### config.mk
export PLATFORM = sky130hd
export DESIGN_NAME = seq_multiplier
export DESIGN_NICKNAME = d
export VERILOG_FILES = /design/src/rtl/seq_multiplier.sv
export SDC_FILE = /design/constraint.sdc
export NUM_CORES = 1
export LEC_CHECK = 0
export CAP_MARGIN = 20
export CORE_ASPECT_RATIO = 0.6
export CORE_MARGIN = 2
export CORE_UTILIZATION = 60
export DETAILED_ROUTE_END_ITERATION = 16
export PLACE_DENSITY = 0.81
export SYNTH_ARGS = -nofsm -noshare
export SYNTH_HDL_FRONTEND = slang
export SYNTH_SLANG_ARGS = --single-unit
### constraint.sdc
create_clock -name clk -period 4.2 [get_ports clk]
set_input_delay 0.63 -clock clk [delete_from_list [all_inputs] [get_ports clk]]
set_output_delay 0.63 -clock clk [all_outputs]
set_load 0.005 [all_outputs]
### src/rtl/seq_multiplier.sv
// Iterative shift-add multiplier for the EX stage: MUL/MULH/MULHSU/MULHU.
// Magnitudes are multiplied over WIDTH cycles and the sign is applied once at the end.
module seq_multiplier #(
  parameter int unsigned WIDTH = 32
) (
  input  logic             clk,
  input  logic             rst,
  input  logic             start,
  input  logic             kill,
  input  logic [2:0]       funct3,
  input  logic [WIDTH-1:0] a,
  input  logic [WIDTH-1:0] b,
  output logic             busy,
  output logic             done,
  output logic [WIDTH-1:0] result
);

  localparam int unsigned CW = (WIDTH > 1) ? $clog2(WIDTH) : 1;
  localparam logic [CW-1:0] CNT_LAST = CW'(WIDTH - 1);
  localparam logic [CW-1:0] CNT_ONE  = CW'(1);

  localparam logic [1:0] IDLE = 2'd0;
  localparam logic [1:0] CALC = 2'd1;
  localparam logic [1:0] FIN  = 2'd2;

  logic [1:0]         state_q, state_d;
  logic [2*WIDTH-1:0] mcand_q, mcand_d;
  logic [WIDTH-1:0]   mplier_q, mplier_d;
  logic [2*WIDTH-1:0] acc_q, acc_d;
  logic [CW-1:0]      cnt_q, cnt_d;
  logic               neg_q, neg_d;
  logic [1:0]         op_q, op_d;
  logic [WIDTH-1:0]   result_q, result_d;
  logic               done_q, done_d;

  logic               a_signed, b_signed, a_neg, b_neg;
  logic [WIDTH-1:0]   a_mag, b_mag;
  logic [2*WIDTH-1:0] prod;

  // Only funct3[1:0] selects the op; bit 2 is the M-extension div/mul split upstream.
  logic unused_funct3;
  assign unused_funct3 = funct3[2];

  // MULH and MULHSU treat rs1 as signed; only MULH treats rs2 as signed.
  assign a_signed = funct3[1] ^ funct3[0];
  assign b_signed = (funct3[1:0] == 2'b01);
  assign a_neg    = a_signed & a[WIDTH-1];
  assign b_neg    = b_signed & b[WIDTH-1];
  assign a_mag    = a_neg ? -a : a;
  assign b_mag    = b_neg ? -b : b;

  always_comb begin
    state_d  = state_q;
    mcand_d  = mcand_q;
    mplier_d = mplier_q;
    acc_d    = acc_q;
    cnt_d    = cnt_q;
    neg_d    = neg_q;
    op_d     = op_q;
    result_d = result_q;
    done_d   = 1'b0;
    prod     = neg_q ? -acc_q : acc_q;

    case (state_q)
      IDLE: begin
        if (start && !kill) begin
          mcand_d  = {{WIDTH{1'b0}}, a_mag};
          mplier_d = b_mag;
          neg_d    = a_neg ^ b_neg;
          op_d     = funct3[1:0];
          acc_d    = '0;
          cnt_d    = '0;
          state_d  = CALC;
        end
      end
      CALC: begin
        if (kill) begin
          state_d = IDLE;
        end else begin
          if (mplier_q[0]) acc_d = acc_q + mcand_q;
          mcand_d  = mcand_q << 1;
          mplier_d = mplier_q >> 1;
          cnt_d    = cnt_q + CNT_ONE;
          if (cnt_q == CNT_LAST) state_d = FIN;
        end
      end
      FIN: begin
        state_d = IDLE;
        if (!kill) begin
          result_d = (op_q == 2'b00) ? prod[WIDTH-1:0] : prod[2*WIDTH-1:WIDTH];
          done_d   = 1'b1;
        end
      end
      default: state_d = IDLE;
    endcase
  end

  always_ff @(posedge clk) begin
    if (rst) begin
      state_q  <= IDLE;
      mcand_q  <= '0;
      mplier_q <= '0;
      acc_q    <= '0;
      cnt_q    <= '0;
      neg_q    <= 1'b0;
      op_q     <= 2'b00;
      result_q <= '0;
      done_q   <= 1'b0;
    end else begin
      state_q  <= state_d;
      mcand_q  <= mcand_d;
      mplier_q <= mplier_d;
      acc_q    <= acc_d;
      cnt_q    <= cnt_d;
      neg_q    <= neg_d;
      op_q     <= op_d;
      result_q <= result_d;
      done_q   <= done_d;
    end
  end

  assign busy   = (state_q != IDLE);
  assign done   = done_q;
  assign result = result_q;

endmodule

==> results.toml, run 1 <==
[status]
status = "complete, no violations"

[timing]
setup_violations = 0
final.setup.tns_ns = 0
slew_violations = 0
min_period_ns = 3.97
timing.final.crit_share_pct = 94.5
worst_pin_slew_ns = 1.09
finalHoldViolCount = 0
finClkSkew_ns = 0.0218
timing.fmax_mhz = 252
rsz0062_at_grt = "no"
max_slew_margin_pct = 27.2

[critical_path]
setup.worst_path.start = "acc_q[0]"
slowest_stage = "a311o_1"
cp_max_fo = 5
end_kind = "register"
path_cells = "ha_1 > inv_1 > fa_1 > nor2b_1 > o211ai_1 > nand3b_1 > a21oi_1 > o31ai_1 > buf_4 > a41oi_1 > o31ai_1 > a31oi_1 > a311o_1 > and3b_1 > o31ai_1"
r2r_cells = 15
r2r-end = "acc_q[58]"
path_class = "register to register"
crit_path_end = "acc_q[58]"
r2r_slack_ns = 0.23
crit_required_ns = 4.65
cpPeakStageDelay_ns = 0.42
cpMostUsedCell = "o31ai_1"
rr_startpoint = "acc_q[0]"
arrival_ns = 4.42
startpoint_type = "register"

[clock_network]
holdBufCountCts = 0
cts_max_path_buffers = 3
cts-root-buf = "clkbuf_16"
cts_tree = "built"
h-tree-depth = 1
insertion_delay_ns = 0.53
cts.sinks = 203
post_cts_buffers = 0
numCtsBuffers = 21
path_clk_slew_ns = 0.07
cts.repair.resized = 0

[layout]
fin_nets = 2146
insertedDiodeCount = 0
drive_gt1_share_pct = 5.65
syn_to_final_growth_pct = 14.1

[route]
wirelength_um = 45400
drtIter0Drc = 1588
vias_per_cell = 6.43
wl_met3_um = 5680
vias = 15000
wl_met1_um = 20800
firstDrtPassIters = 6
ant_nets = 0
drc = 0
wl_met2_um = 18000
routed.top_layer = "met4"
wire_per_inst_um = 19.4

[logic_synthesis]
synth-seq-cells = 203
ys_types = 71
synth_area_leader_cell = "dfxtp_1"
synth_area_leaders = "dfxtp_1 28%, a21oi_1 7.7%, nor2_1 6.5%, nand2_1 6.2%, ha_1 6.0%"
synth_edf_count = 0
synth_top_cell_area_share_pct = 28.4
async_flop_share_pct = 0
synth_area_per_cell_sq_um = 7.26
yosys_warnings = 0
synth_flop_cell = "dfxtp_1"
syn_nets = 2108
postSynthCellCount = 1967
synth.yosys.seq_area_share_pct = 28.4
synth_area_sq_mm = 0.0143

[die]
rows = 43
initial_utilization_pct = 61.5
core_area_sq_mm = 0.0232
die_y_um = 124
dieArea_sq_mm = 0.0251
die_w_um = 203
pin_count = 105

[pwr]
p_leak_nw = 6.63
power_w = 0.00471
irDropWorstVdd_mv = 0.286
power_density_mw_per_mm2 = 289

[global_route]
antenna_found_initial = 1
grt_max_degree = 147
grt.overflow.total = 0
grt_pass1_wl_um = 71400
grt_pass1_vias = 13200
gr-usage-all-layers_pct = 35.6

[job]
drv_cap = 0

[placement]
port_buffers = 103
hpwl_um = 33500
gp_congestion = 0.962

[hold_path]
hold_path_class = "register to register"
metrics by stage:
| stage | setup WS (ns) | util (%) | std cells | hold WS (ns) | area (sq um) |
|---|---|---|---|---|---|
| global route | 0.0197 | 70.2 | 2334 | 0.471 | 16300 |
| global placement | 0.376 | 67.1 | 2297 | 0.434 | 15600 |
| finish | 0.229 | 70.2 | 2334 | 0.446 | 16300 |
| CTS | 0.282 | 70.2 | 2334 | 0.443 | 16300 |
| detailed placement | 0.312 | 67.1 | 2297 | 0.435 | 15600 |
| floorplan | 0.523 | - | 1967 | 0.436 | 14300 |
per-layer routing:
metal	up-vias	global-route usage, %
li1	7189	-
met1	7053	53.1
met2	688	50.9
met3	89	9.36
met4	0	7.66
met5	-	0
cell usage after synthesis, drive strengths merged (6+ instances only):
cell type	number
a211oi	57
nand2	237
xor2	67
a22o	7
o41ai	9
o21bai	11
nor3	42
o2111ai	7
o31ai	26
a21boi	6
nand2b	16
or3	19
xnor2	73
o21a	9
o311ai	10
o21ai	116
nand3	61
and3	12
a22oi	27
or4	21
or2	9
clkbuf	119
a21o	42
dfxtp	203
o211ai	18
nor4	20
and2	9
a31oi	18
nand4	27
buf	15
ha	69
nor2	247
inv	42
nor2b	8
a311oi	14
a21oi	221
logic make-up after synthesis:
logic type | after synthesis | share of synthesized area [%]
compound gates | 634 | 28.0
xor+xnor | 140 | 8.58
fa+ha+maj | 70 | 6.18
buf+inv | 176 | 4.70
flops | 203 | 28.4
mux | 1 | 0.158
simple gates | 743 | 23.9
flip-flops by register name, indices dropped and copies added (netlist names):
| name | count |
|---|---|
| mcand_q | 64 |
| cnt_q | 5 |
| result | 32 |
| acc_q | 64 |
| neg_q | 1 |
| state_q | 2 |
| done | 1 |
| op_q | 2 |
| mplier_q | 32 |
power breakdown:
part	leakage [nW]	switching (W)	internal, W
registers	1.64	0.0000525	0.00197
clock network	0.357	0.000834	0.00113
logic	4.63	0.000449	0.000264
total	6.63	0.00134	0.00337
cell usage in the layout, fill, tap and decap left out, types with 19 or more instances in the layout:
cell               n
nor3_1            41
o21ai_0          114
dfxtp_1          202
a211oi_1          57
a22oi_1           27
nor2_1           244
nand3_1           61
inv_1             42
xor2_1            67
a21o_1            42
xnor2_1           73
clkbuf_16         21
ha_1              69
nand4_1           27
a21oi_1          220
clkdlybuf4s50_1  102
o31ai_1           26
nand2_1          236
nor4_1            19
buf_4             46
worst max-delay path: cells and delay by family (launching register included):
family | cells | cell delay [ns]
AO/OA/AOI/OAI | 8 | 2.08
adder cells (fa/ha/maj) | 2 | 0.61
AND/OR/NAND/NOR | 3 | 0.52
flip-flops | 1 | 0.41
buffers and inverters | 2 | 0.29
worst min path at each step:
stage | from | end | slack (ns) | cells after the start
3_3_place_gp | result[10] | result[10] | 0.43 | 2
3_5_place_dp | result[10] | result[10] | 0.43 | 2
6_report | result[10] | result[10] | 0.45 | 2
2_1_floorplan | cnt_q[4] | cnt_q[4] | 0.44 | 2
5_1_grt | rst | result[26] | 0.47 | 2
4_1_cts | result[10] | result[10] | 0.44 | 2
area by class of cell:
| type | count | area (sq um) |
|---|---|---|
| clock inverter | 10 | 115 |
| timing repair buffer | 149 | 1390 |
| tap | 315 | 394 |
| clock buffer | 27 | 598 |
| inverter | 42 | 158 |
| fill | 2028 | 6930 |
| multi-input combinational | 1588 | 9590 |
| sequential | 203 | 4070 |
Note: power is estimated with default switching activity, not from simulation.
==> inputs of run 2 (changes only) <==
CTS_CLUSTER_DIAMETER = 40   (was unset)
CTS_CLUSTER_SIZE = 40   (was unset)
SLEW_MARGIN = 15   (was unset)
==> run 2 against run 1 <==
Effect of this change:
- design area up 1.2%
- power up 8.2%
- combinational power about the same
- core utilization up 0.86 points
- sequential cell count unchanged
- sequential share of layout area down 0.30 points
- cell count up 0.39%
- hold slack worse by 0.0016 ns
- first-iteration DRC count up 6.1%
- register-to-register slack about the same
- critical path type unchanged
- largest cell class unchanged
==> results.toml, run 2 (same netlist as run 1, synthesis figures left out) <==
[status]
status = "complete, no violations"

[layout]
design_area_sq_mm = 0.0165
fin_nets = 2150
layout_commonest_cell = "nor2_1"
reg_top3 = "acc_q (64), mcand_q (64)"
syn_to_final_growth_pct = 15.5
drive_gt1_share_pct = 6.11
layout_common_cells = "244 x nor2_1, 236 x nand2_1, 220 x a21oi_1"
fin_util_pct = 71.0
fillers = 1982
insertedDiodeCount = 0

[critical_path]
rr_startpoint = "acc_q[10]"
cp_max_fo = 5
path_class = "register to register"
startpoint_type = "register"
arrival_ns = 4.47
crit_required_ns = 4.69
end_kind = "register"
setup.worst_path.start = "acc_q[10]"

[die]
initial_utilization_pct = 61.5
core_area_sq_mm = 0.0232
die_w_um = 203
pin_count = 105
die_y_um = 124
rows = 43
dieArea_sq_mm = 0.0251

[route]
ant_nets = 0
wirelength_um = 45700
drtIter0Drc = 1685
drc = 0
vias_per_cell = 6.48
vias = 15200
wire_per_inst_um = 19.5
firstDrtPassIters = 6

[job]
drv_cap = 0

[timing]
min_period_ns = 3.98
rsz0062_at_grt = "no"
max_slew_margin_pct = 26.5
finClkSkew_ns = 0.0148
slew_violations = 0
worst_pin_slew_ns = 1.10
finalHoldViolCount = 0
timing.final.crit_share_pct = 94.8
setup_violations = 0
timing.fmax_mhz = 251
final.setup.tns_ns = 0
fin_ws_ns = 0.220

[clock_network]
cts-root-buf = "clkbuf_16"
holdBufCountCts = 0
cts_tree = "built"
cts.sinks = 203
insertion_delay_ns = 0.56
numCtsBuffers = 25
cts_max_path_buffers = 3
path_clk_slew_ns = 0.07
h-tree-depth = 1

[global_route]
gr-usage-all-layers_pct = 36.0
grt_pass1_vias = 13400
grt_max_degree = 147
grt_pass1_wl_um = 72300
antenna_found_initial = 0
grt.overflow.total = 0

[placement]
dp_worst_setup_slack_ns = 0.312
hpwl_um = 33500
post_dp_cell_area_sq_mm = 0.0156
gp_congestion = 0.962
port_buffers = 103

[pwr]
power_density_mw_per_mm2 = 309
irDropWorstVdd_mv = 0.390
p_leak_nw = 6.70

[hold_path]
min_from = "result[10]"
hold_path_class = "register to register"
run 2: cell types whose count changed in the layout (fill, tap and decap cells not counted), sizes merged:
cell,previous run,this run
clkinvlp,0,4
bufinv,2,4
inv,43,45
clkinv,7,8
run 2: per-stage QoR:
stage | hold slack, ns | power [W] | instances
3_5_place_dp | 0.435 | 0.00276 | 2297
6_report | 0.445 | 0.00509 | 2343
5_1_grt | 0.429 | 0.00527 | 2343
4_1_cts | 0.422 | 0.00509 | 2343
3_3_place_gp | 0.434 | 0.00275 | 2297
2_1_floorplan | 0.436 | 0.00253 | 1967
run 2: final cells by class:
type	count	area, sq um	share of cell area, %
multi-input cells	1588	9600	58.1
repair buffers	149	1390	8.40
well taps	315	394	2.39
flip-flops and latches	203	4070	24.6
inverters	42	158	0.955
clock buffers	27	643	3.90
clock inverters	19	265	1.61
run 2: per-layer routing:
metal / share of wire (%) / vias up / wire length [um] / track usage, %
li1: - / 7227 / - / -
met1: 46 / 7077 / 20900 / 53.3
met2: 40 / 800 / 18400 / 51.8
met3: 12 / 80 / 5580 / 9.99
met4: 1.9 / 0 / 848 / 7.62
met5: 0 / - / 0 / 0
run 2: where the power goes:
group          internal (W)  switching (W)  total, W
Sequential          0.00198      0.0000532   0.00203
Combinational      0.000264       0.000451  0.000715
Clock               0.00139       0.000961   0.00235
run 2: worst max-delay path, stage by stage, from the launching register on:
cell      delay [ns]
dfxtp_1         0.36
or4_1           0.57
or4b_1          0.69
nor4_4          0.24
nand2_2         0.13
or4_4           0.47
or4_4           0.46
or4_1           0.41
nand4_1         0.12
o211ai_1        0.11
a211o_1         0.25
a21oi_2         0.11
run 2: path summary, 6_finish.rpt:
check,endpoint,slack (ns),depth (start not counted)
setup / recovery,result[23],0.22,11
hold / removal,result[10],0.44,2
setup reg to reg,result[23],0.22,11
hold reg to reg,result[10],0.44,2
run 2: repair_timing:
item	in CTS	in global routing
gates resized for setup	0	1
buffers inserted	0	0
setup endpoints to repair	0	2
